### config.mk
export PLATFORM = sky130hd
export DESIGN_NAME = gen_fifo_wr_arbiter_flat
export DESIGN_NICKNAME = d
export VERILOG_FILES = /design/src/rtl/gen_fifo_wr_arbiter_if.sv /design/src/rtl/gen_fifo_wr_arbiter.sv /design/src/flat_wrapper.sv
export SDC_FILE = /design/constraint.sdc
export NUM_CORES = 1
export LEC_CHECK = 0
export CORE_MARGIN = 2
export CORE_UTILIZATION = 28
export DETAILED_ROUTE_END_ITERATION = 8
export PLACE_DENSITY = 0.82
export SETUP_SLACK_MARGIN = 0.4
export SLEW_MARGIN = 20
export SYNTH_ARGS = -nofsm -noshare
export SYNTH_HDL_FRONTEND = slang
export SYNTH_SLANG_ARGS = --single-unit
### constraint.sdc
create_clock -name wclk -period 2.9 [get_ports wclk]
set_input_delay 0.58 -clock wclk [delete_from_list [all_inputs] [get_ports wclk]]
set_output_delay 0.58 -clock wclk [all_outputs]
set_load 0.02 [all_outputs]
### src/rtl/gen_fifo_wr_arbiter_if.sv
// Bundle between the requesters, the burst arbiter and the async FIFO write
// controller. Everything here lives in the FIFO write-clock domain.
//   req_vld/req_len/req_gnt : burst request (len = beats-1), one-hot grant pulse
//   wr_data/wr_vld/wr_rdy   : per-requester data beats
//   faw_depth/faw_full      : write-side FIFO status from the write controller
//   push/push_data          : push strobe and RAM write data to the FIFO
//   cur_owner/arb_busy      : arbiter status
// master = requester/FIFO side, slave = arbiter.
interface gen_fifo_wr_arbiter_if #(
    parameter int NUM_REQ    = 2,
    parameter int DATA_WIDTH = 32,
    parameter int PTR_WIDTH  = 4,
    parameter int LEN_WIDTH  = 4
);
    logic [NUM_REQ-1:0]                 req_vld;
    logic [NUM_REQ-1:0][LEN_WIDTH-1:0]  req_len;
    logic [NUM_REQ-1:0]                 req_gnt;
    logic [NUM_REQ-1:0][DATA_WIDTH-1:0] wr_data;
    logic [NUM_REQ-1:0]                 wr_vld;
    logic [NUM_REQ-1:0]                 wr_rdy;
    logic [PTR_WIDTH:0]                 faw_depth;
    logic                               faw_full;
    logic                               push;
    logic [DATA_WIDTH-1:0]              push_data;
    logic [2:0]                         cur_owner;
    logic                               arb_busy;

    modport master (
        output req_vld, req_len, wr_data, wr_vld, faw_depth, faw_full,
        input  req_gnt, wr_rdy, push, push_data, cur_owner, arb_busy
    );

    modport slave (
        input  req_vld, req_len, wr_data, wr_vld, faw_depth, faw_full,
        output req_gnt, wr_rdy, push, push_data, cur_owner, arb_busy
    );
endinterface

### src/rtl/gen_fifo_wr_arbiter.sv
// Round-robin burst arbiter sharing one async-FIFO write port among NUM_REQ
// requesters. A requester is granted only when the FIFO has room for its whole
// burst, then owns the port until its last beat is pushed.
// Ports:
//   wclk   : write clock
//   wreset : synchronous active-high reset
//   bus    : gen_fifo_wr_arbiter_if slave modport (requests, beats, FIFO status,
//            push strobe/data, owner/busy status)
module gen_fifo_wr_arbiter #(
    parameter int NUM_REQ    = 2,
    parameter int DATA_WIDTH = 32,
    parameter int PTR_WIDTH  = 4,
    parameter int LEN_WIDTH  = 4
) (
    input  logic                 wclk,
    input  logic                 wreset,
    gen_fifo_wr_arbiter_if.slave bus
);
    localparam int IW = (NUM_REQ > 1) ? $clog2(NUM_REQ) : 1;
    // Space-check width: wide enough that depth + len + 1 never wraps.
    localparam int SW = ((PTR_WIDTH > LEN_WIDTH) ? PTR_WIDTH : LEN_WIDTH) + 2;
    localparam logic [SW-1:0] CAP = SW'(1) << PTR_WIDTH;

    typedef enum logic {IDLE = 1'b0, XFER = 1'b1} state_t;

    state_t                state_q, state_d;
    logic [IW-1:0]         owner_q, last_q, cand;
    logic [LEN_WIDTH-1:0]  cnt_q;
    logic [NUM_REQ-1:0]    gnt_q, rdy;
    logic                  cand_found, elig, grant, push;
    logic [DATA_WIDTH-1:0] push_data;
    logic [SW-1:0]         need;
    logic [IW:0]           pos;

    // Strict round-robin scan starting just after the last owner. Only the
    // first requesting index is considered; if it lacks space nobody else is
    // granted, so a long burst cannot be starved by short ones.
    always_comb begin
        cand_found = 1'b0;
        cand       = '0;
        pos        = '0;
        for (int k = 0; k < NUM_REQ; k++) begin
            pos = {1'b0, last_q} + (IW+1)'(k + 1);
            if (pos >= (IW+1)'(NUM_REQ))
                pos = pos - (IW+1)'(NUM_REQ);
            if (!cand_found && bus.req_vld[pos[IW-1:0]]) begin
                cand_found = 1'b1;
                cand       = pos[IW-1:0];
            end
        end
    end

    // Pessimistic: faw_depth lags read-side pops, never over-reports space.
    assign need  = SW'(bus.faw_depth) + SW'(bus.req_len[cand]) + SW'(1);
    assign elig  = (need <= CAP);
    assign grant = (state_q == IDLE) && cand_found && elig;

    // FSM state register
    always_ff @(posedge wclk) begin
        if (wreset) state_q <= IDLE;
        else        state_q <= state_d;
    end

    // FSM next state. Leaving XFER always passes through one IDLE cycle so
    // faw_depth has caught up with the last burst before the next check.
    always_comb begin
        state_d = state_q;
        case (state_q)
            IDLE:    if (grant) state_d = XFER;
            XFER:    if (push && cnt_q == '0) state_d = IDLE;
            default: state_d = IDLE;
        endcase
    end

    // FSM outputs. Reset gates rdy/push combinationally so a burst cut by
    // reset pushes nothing in the reset cycle.
    always_comb begin
        rdy = '0;
        if (state_q == XFER && !bus.faw_full && !wreset)
            rdy[owner_q] = 1'b1;
        push      = |(rdy & bus.wr_vld);
        push_data = push ? bus.wr_data[owner_q] : '0;
    end

    // Owner / beat count / grant pulse
    always_ff @(posedge wclk) begin
        if (wreset) begin
            owner_q <= IW'(NUM_REQ - 1);
            last_q  <= IW'(NUM_REQ - 1);
            cnt_q   <= '0;
            gnt_q   <= '0;
        end else begin
            gnt_q <= '0;
            if (grant) begin
                owner_q     <= cand;
                cnt_q       <= bus.req_len[cand];
                gnt_q[cand] <= 1'b1;
            end else if (push) begin
                if (cnt_q == '0) last_q <= owner_q;
                else             cnt_q  <= cnt_q - LEN_WIDTH'(1);
            end
        end
    end

    assign bus.req_gnt   = gnt_q;
    assign bus.wr_rdy    = rdy;
    assign bus.push      = push;
    assign bus.push_data = push_data;
    assign bus.cur_owner = 3'(owner_q);
    assign bus.arb_busy  = (state_q == XFER);
endmodule

### src/flat_wrapper.sv
// flat-port wrapper written by rule: the top's interface ports become plain ports
module gen_fifo_wr_arbiter_flat 
#(
    parameter int NUM_REQ    = 2,
    parameter int DATA_WIDTH = 32,
    parameter int PTR_WIDTH  = 4,
    parameter int LEN_WIDTH  = 4
)
  (wclk, wreset, bus_req_vld, bus_req_len, bus_wr_data, bus_wr_vld, bus_faw_depth, bus_faw_full, bus_req_gnt, bus_wr_rdy, bus_push, bus_push_data, bus_cur_owner, bus_arb_busy);
  gen_fifo_wr_arbiter_if #(.NUM_REQ(NUM_REQ), .DATA_WIDTH(DATA_WIDTH), .PTR_WIDTH(PTR_WIDTH), .LEN_WIDTH(LEN_WIDTH)) bus_i ();
  input  logic wclk;
  input  logic wreset;
  input wire logic [$bits(bus_i.req_vld)-1:0] bus_req_vld;
  input wire logic [$bits(bus_i.req_len)-1:0] bus_req_len;
  input wire logic [$bits(bus_i.wr_data)-1:0] bus_wr_data;
  input wire logic [$bits(bus_i.wr_vld)-1:0] bus_wr_vld;
  input wire logic [$bits(bus_i.faw_depth)-1:0] bus_faw_depth;
  input wire logic [$bits(bus_i.faw_full)-1:0] bus_faw_full;
  output wire logic [$bits(bus_i.req_gnt)-1:0] bus_req_gnt;
  output wire logic [$bits(bus_i.wr_rdy)-1:0] bus_wr_rdy;
  output wire logic [$bits(bus_i.push)-1:0] bus_push;
  output wire logic [$bits(bus_i.push_data)-1:0] bus_push_data;
  output wire logic [$bits(bus_i.cur_owner)-1:0] bus_cur_owner;
  output wire logic [$bits(bus_i.arb_busy)-1:0] bus_arb_busy;
  assign bus_i.req_vld = bus_req_vld;
  assign bus_i.req_len = bus_req_len;
  assign bus_i.wr_data = bus_wr_data;
  assign bus_i.wr_vld = bus_wr_vld;
  assign bus_i.faw_depth = bus_faw_depth;
  assign bus_i.faw_full = bus_faw_full;
  assign bus_req_gnt = bus_i.req_gnt;
  assign bus_wr_rdy = bus_i.wr_rdy;
  assign bus_push = bus_i.push;
  assign bus_push_data = bus_i.push_data;
  assign bus_cur_owner = bus_i.cur_owner;
  assign bus_arb_busy = bus_i.arb_busy;
  gen_fifo_wr_arbiter #(.NUM_REQ(NUM_REQ), .DATA_WIDTH(DATA_WIDTH), .PTR_WIDTH(PTR_WIDTH), .LEN_WIDTH(LEN_WIDTH)) u_core (.wclk(wclk), .wreset(wreset), .bus(bus_i));
endmodule
==> summary.txt <==
Global routing
  – Largest net degree at the start of global routing: 30
  – Initial antenna violation count: 1
  – First-pass GRT wire length: 7640 um
  – GRT Total Usage: 18.1%
  – GR Overflow Total: 0
  – Vias in the first global route: 1752

Layout
  – Final core utilization: 65.3%
  – Area occupied by multi-input gates: 0.00124 mm^2
  – Layout cells sized above 1: 34.0%
  – # fillers: 385
  – Area Growth Syn to Fin: 121%
  – Nets: 392
  – Register area: 181 um^2
  – Commonest non-fill, non-tap cell in the layout: clkdlybuf4s50_1
  – Most frequent cells in the layout: clkdlybuf4s50_1, mux2i_1, nor2_1, buf_4, buf_2

Power and ir drop
  – Max VDD drop: 0.170 mV
  – Comb power frac: 62.6%
  – Reg power frac: 19.7%
  – Sw Ratio: 35.7%
  – P per Cell Area: 290 mW/mm^2
  – Leak pwr: 1.44 nW
  – Clk network pwr share: 17.7%
  – Total net switching power: 0.000301 W
  – Int Pwr: 0.000541 W

CTS
  – Clock H-tree levels: 1
  – CTS Buf Count: 3
  – Hold buffer count at cts: 0
  – # clock sinks: 9
  – Worst-skew pair later-pin latency: 240 ps
  – Clock Path Buffers: 2
  – CTS tree: built
  – Clk root buf: clkbuf_8
  – Clock transition at the registers of the reported paths: 50 ps

Route
  – Vias per std cell: 4.88
  – DRT Wirelength: 5100 um
  – Starting DRC count in detailed routing: 67
  – Vias: 1721
  – Post-DRT Antenna Nets: 0
  – Residual DRC count: 0
  – Routed len/inst: 14.4 um
  – TritonRoute pass-1 iters: 4

STA
  – Final hold slack: 542 ps
  – Slew HR: 49.4%
  – RSZ-0062 raised after global routing: yes
  – Slew Limit Fails: 0
  – Final setup TNS: 0 ps
  – Final setup vio count: 0
  – Final min period: 2570 ps
  – Fin crit share: 88.5%
  – Final Hold Fails: 0
  – Worst clock skew: 2.79 ps
  – Least-Margin Pin Slew: 758 ps
  – Max Clk Rate: 390 MHz

Critical path
  – Setup crit start kind: input pin
  – Critical Path RT: 3020 ps
  – Crit path max-delay family: compound AO/OA/AOI/OAI gates
  – Worst Path Buf+Inv: 1
  – Cell mode on critical path: mux2_4
  – Crit path cell chain: buf_6 -> a21boi_4 -> mux2_4 -> ha_4 -> a21oi_4 -> and3b_1 -> o2111ai_2 -> a211oi_4 -> mux2_4
  – Max incr delay on CP: 370 ps
  – Crit-path max FO: 5
  – Critical Path AT: 2690 ps
  – Element type at the critical path end: register
  – CP Class: in2reg
  – Slowest stage cell, crit path: mux2_4

Synth
  – Area contributors post-synth: mux2i_1, dfxtp_1, nor2_1, ha_1, mux2_2
  – Mapped cell area: 0.00131 mm^2
  – Post-synth top flop: dfxtp_1
  – EDFF count, synth: 0
  – Synth Register Bits: 9
  – Cell count after synthesis: 163
  – Sequential area share after synthesis: 13.7%
  – Synth warnings: 0
  – Cell taking the most area after synthesis: mux2i_1
  – Avg Inst Size Synth: 8.05 um^2
  – Synth top area share: 29.7%
  – Post-synth ARST share: 0%
  – Unique masters post-synth: 42

Run
  – # Max-Cap Violations: 0

Floorplan
  – Starting Density: 29.5%
  – Die X: 72.5 um
  – Die H: 72.5 um
  – Row Count: 24
  – DIE AREA: 0.00525 mm^2
  – IO Count: 125
  – Core Box Area: 0.00444 mm^2

Place
  – IO buf count: 122
  – Gpl congestion: 0.761
  – Hpwl dp: 3980 um

Min path
  – Hold Crit Class: reg2reg

Outcome
  – Status: completed
synth_stat cells, types with 2 or more instances:
library cell  number
xnor2_1            3
buf_2              4
buf_4              3
clkbuf_1           4
nand2_1            4
inv_1              5
nor2_1            40
nor3b_2            2
ha_1               7
mux2i_1           39
nor3_1             3
mux2_2             4
nand2b_1           3
a211o_1            2
dfxtp_1            9
a21oi_1            5
power groups by stage:
| stage | Clock [W] | Sequential (W) | Combinational (W) |
|---|---|---|---|
| 4_1_cts | 0.000150 | 0.000165 | 0.000496 |
| 2_1_floorplan | 0 | 0.000157 | 0.000284 |
| 6_report | 0.000149 | 0.000166 | 0.000527 |
| 3_3_place_gp | 0 | 0.000166 | 0.000477 |
| 5_1_grt | 0.000157 | 0.000167 | 0.000567 |
| 3_5_place_dp | 0 | 0.000166 | 0.000487 |
final cells by class:
type	instances	area share, %
Clock buffer	3	1.42
Timing Repair Buffer	143	46.6
Inverter	5	0.646
Clock inverter	1	0.172
Tap cell	52	2.24
Antenna cell	1	0.0862
Sequential cell	9	6.25
Multi-Input combinational cell	139	42.6
routing by layer:
metal	part of all wire [%]	global-route usage, %	vias up
met5	0	0	-
met4	2.0	6.38	0
met3	7.1	3.33	8
met2	52	34.0	76
met1	39	20.3	793
li1	-	-	844
per-stage QoR:
step	power, W	cell area [um^2]	worst slack [ps]	instances
detailed placement	0.000654	2740	-286	340
global route	0.000891	2900	229	353
floorplan	0.000441	1380	193	164
finish	0.000842	2900	334	353
CTS	0.000811	2700	316	347
global placement	0.000643	2740	-239	340
worst min-delay path: cells and delay by family (launching register included):
family,cells,cell delay (ps)
flops,1,340
compound gates,2,150
registers in the layout, indices dropped and copies added (netlist names):
register             flops
u_core.cnt_q             4
u_core.bus.req_gnt       2
u_core.bus.arb_busy      1
u_core.last_q            1
u_core.owner_q           1
cell families (layout without fill, tap and decap cells):
group,after synthesis,count (layout),synth area share (%)
and+or+nand+nor,64,64,24.4
muxes,44,44,34.3
AOI/OAI and AO/OA,18,18,12.1
buffers and inverters,16,152,5.81
DFF,9,9,13.7
adders and majority gates,7,7,6.67
xor gates and xnor gates,4,4,2.67
other,1,3,0.286
what timing repair did:
action	4_1_cts	5_1_grt
resized for setup	152	48
pin swaps	7	8
setup endpoints to repair	43	41
buffers inserted	3	2
gates cloned	0	3
hold endpoints to repair	0	0
worst paths after layout:
path / from / to / slack (ps) / cells after the start
max: bus_req_vld[1] / u_core.cnt_q[0]$_SDFFE_PP0P_ / 330 / 9
min: u_core.bus.arb_busy$_SDFF_PP0_ / u_core.bus.arb_busy$_SDFF_PP0_ / 540 / 2
max reg2reg: u_core.last_q$_SDFFE_PP1P_ / u_core.cnt_q[0]$_SDFFE_PP0P_ / 420 / 8
min reg2reg: u_core.bus.arb_busy$_SDFF_PP0_ / u_core.bus.arb_busy$_SDFF_PP0_ / 540 / 2
No activity file was read; power rests on OpenSTA's default activity.
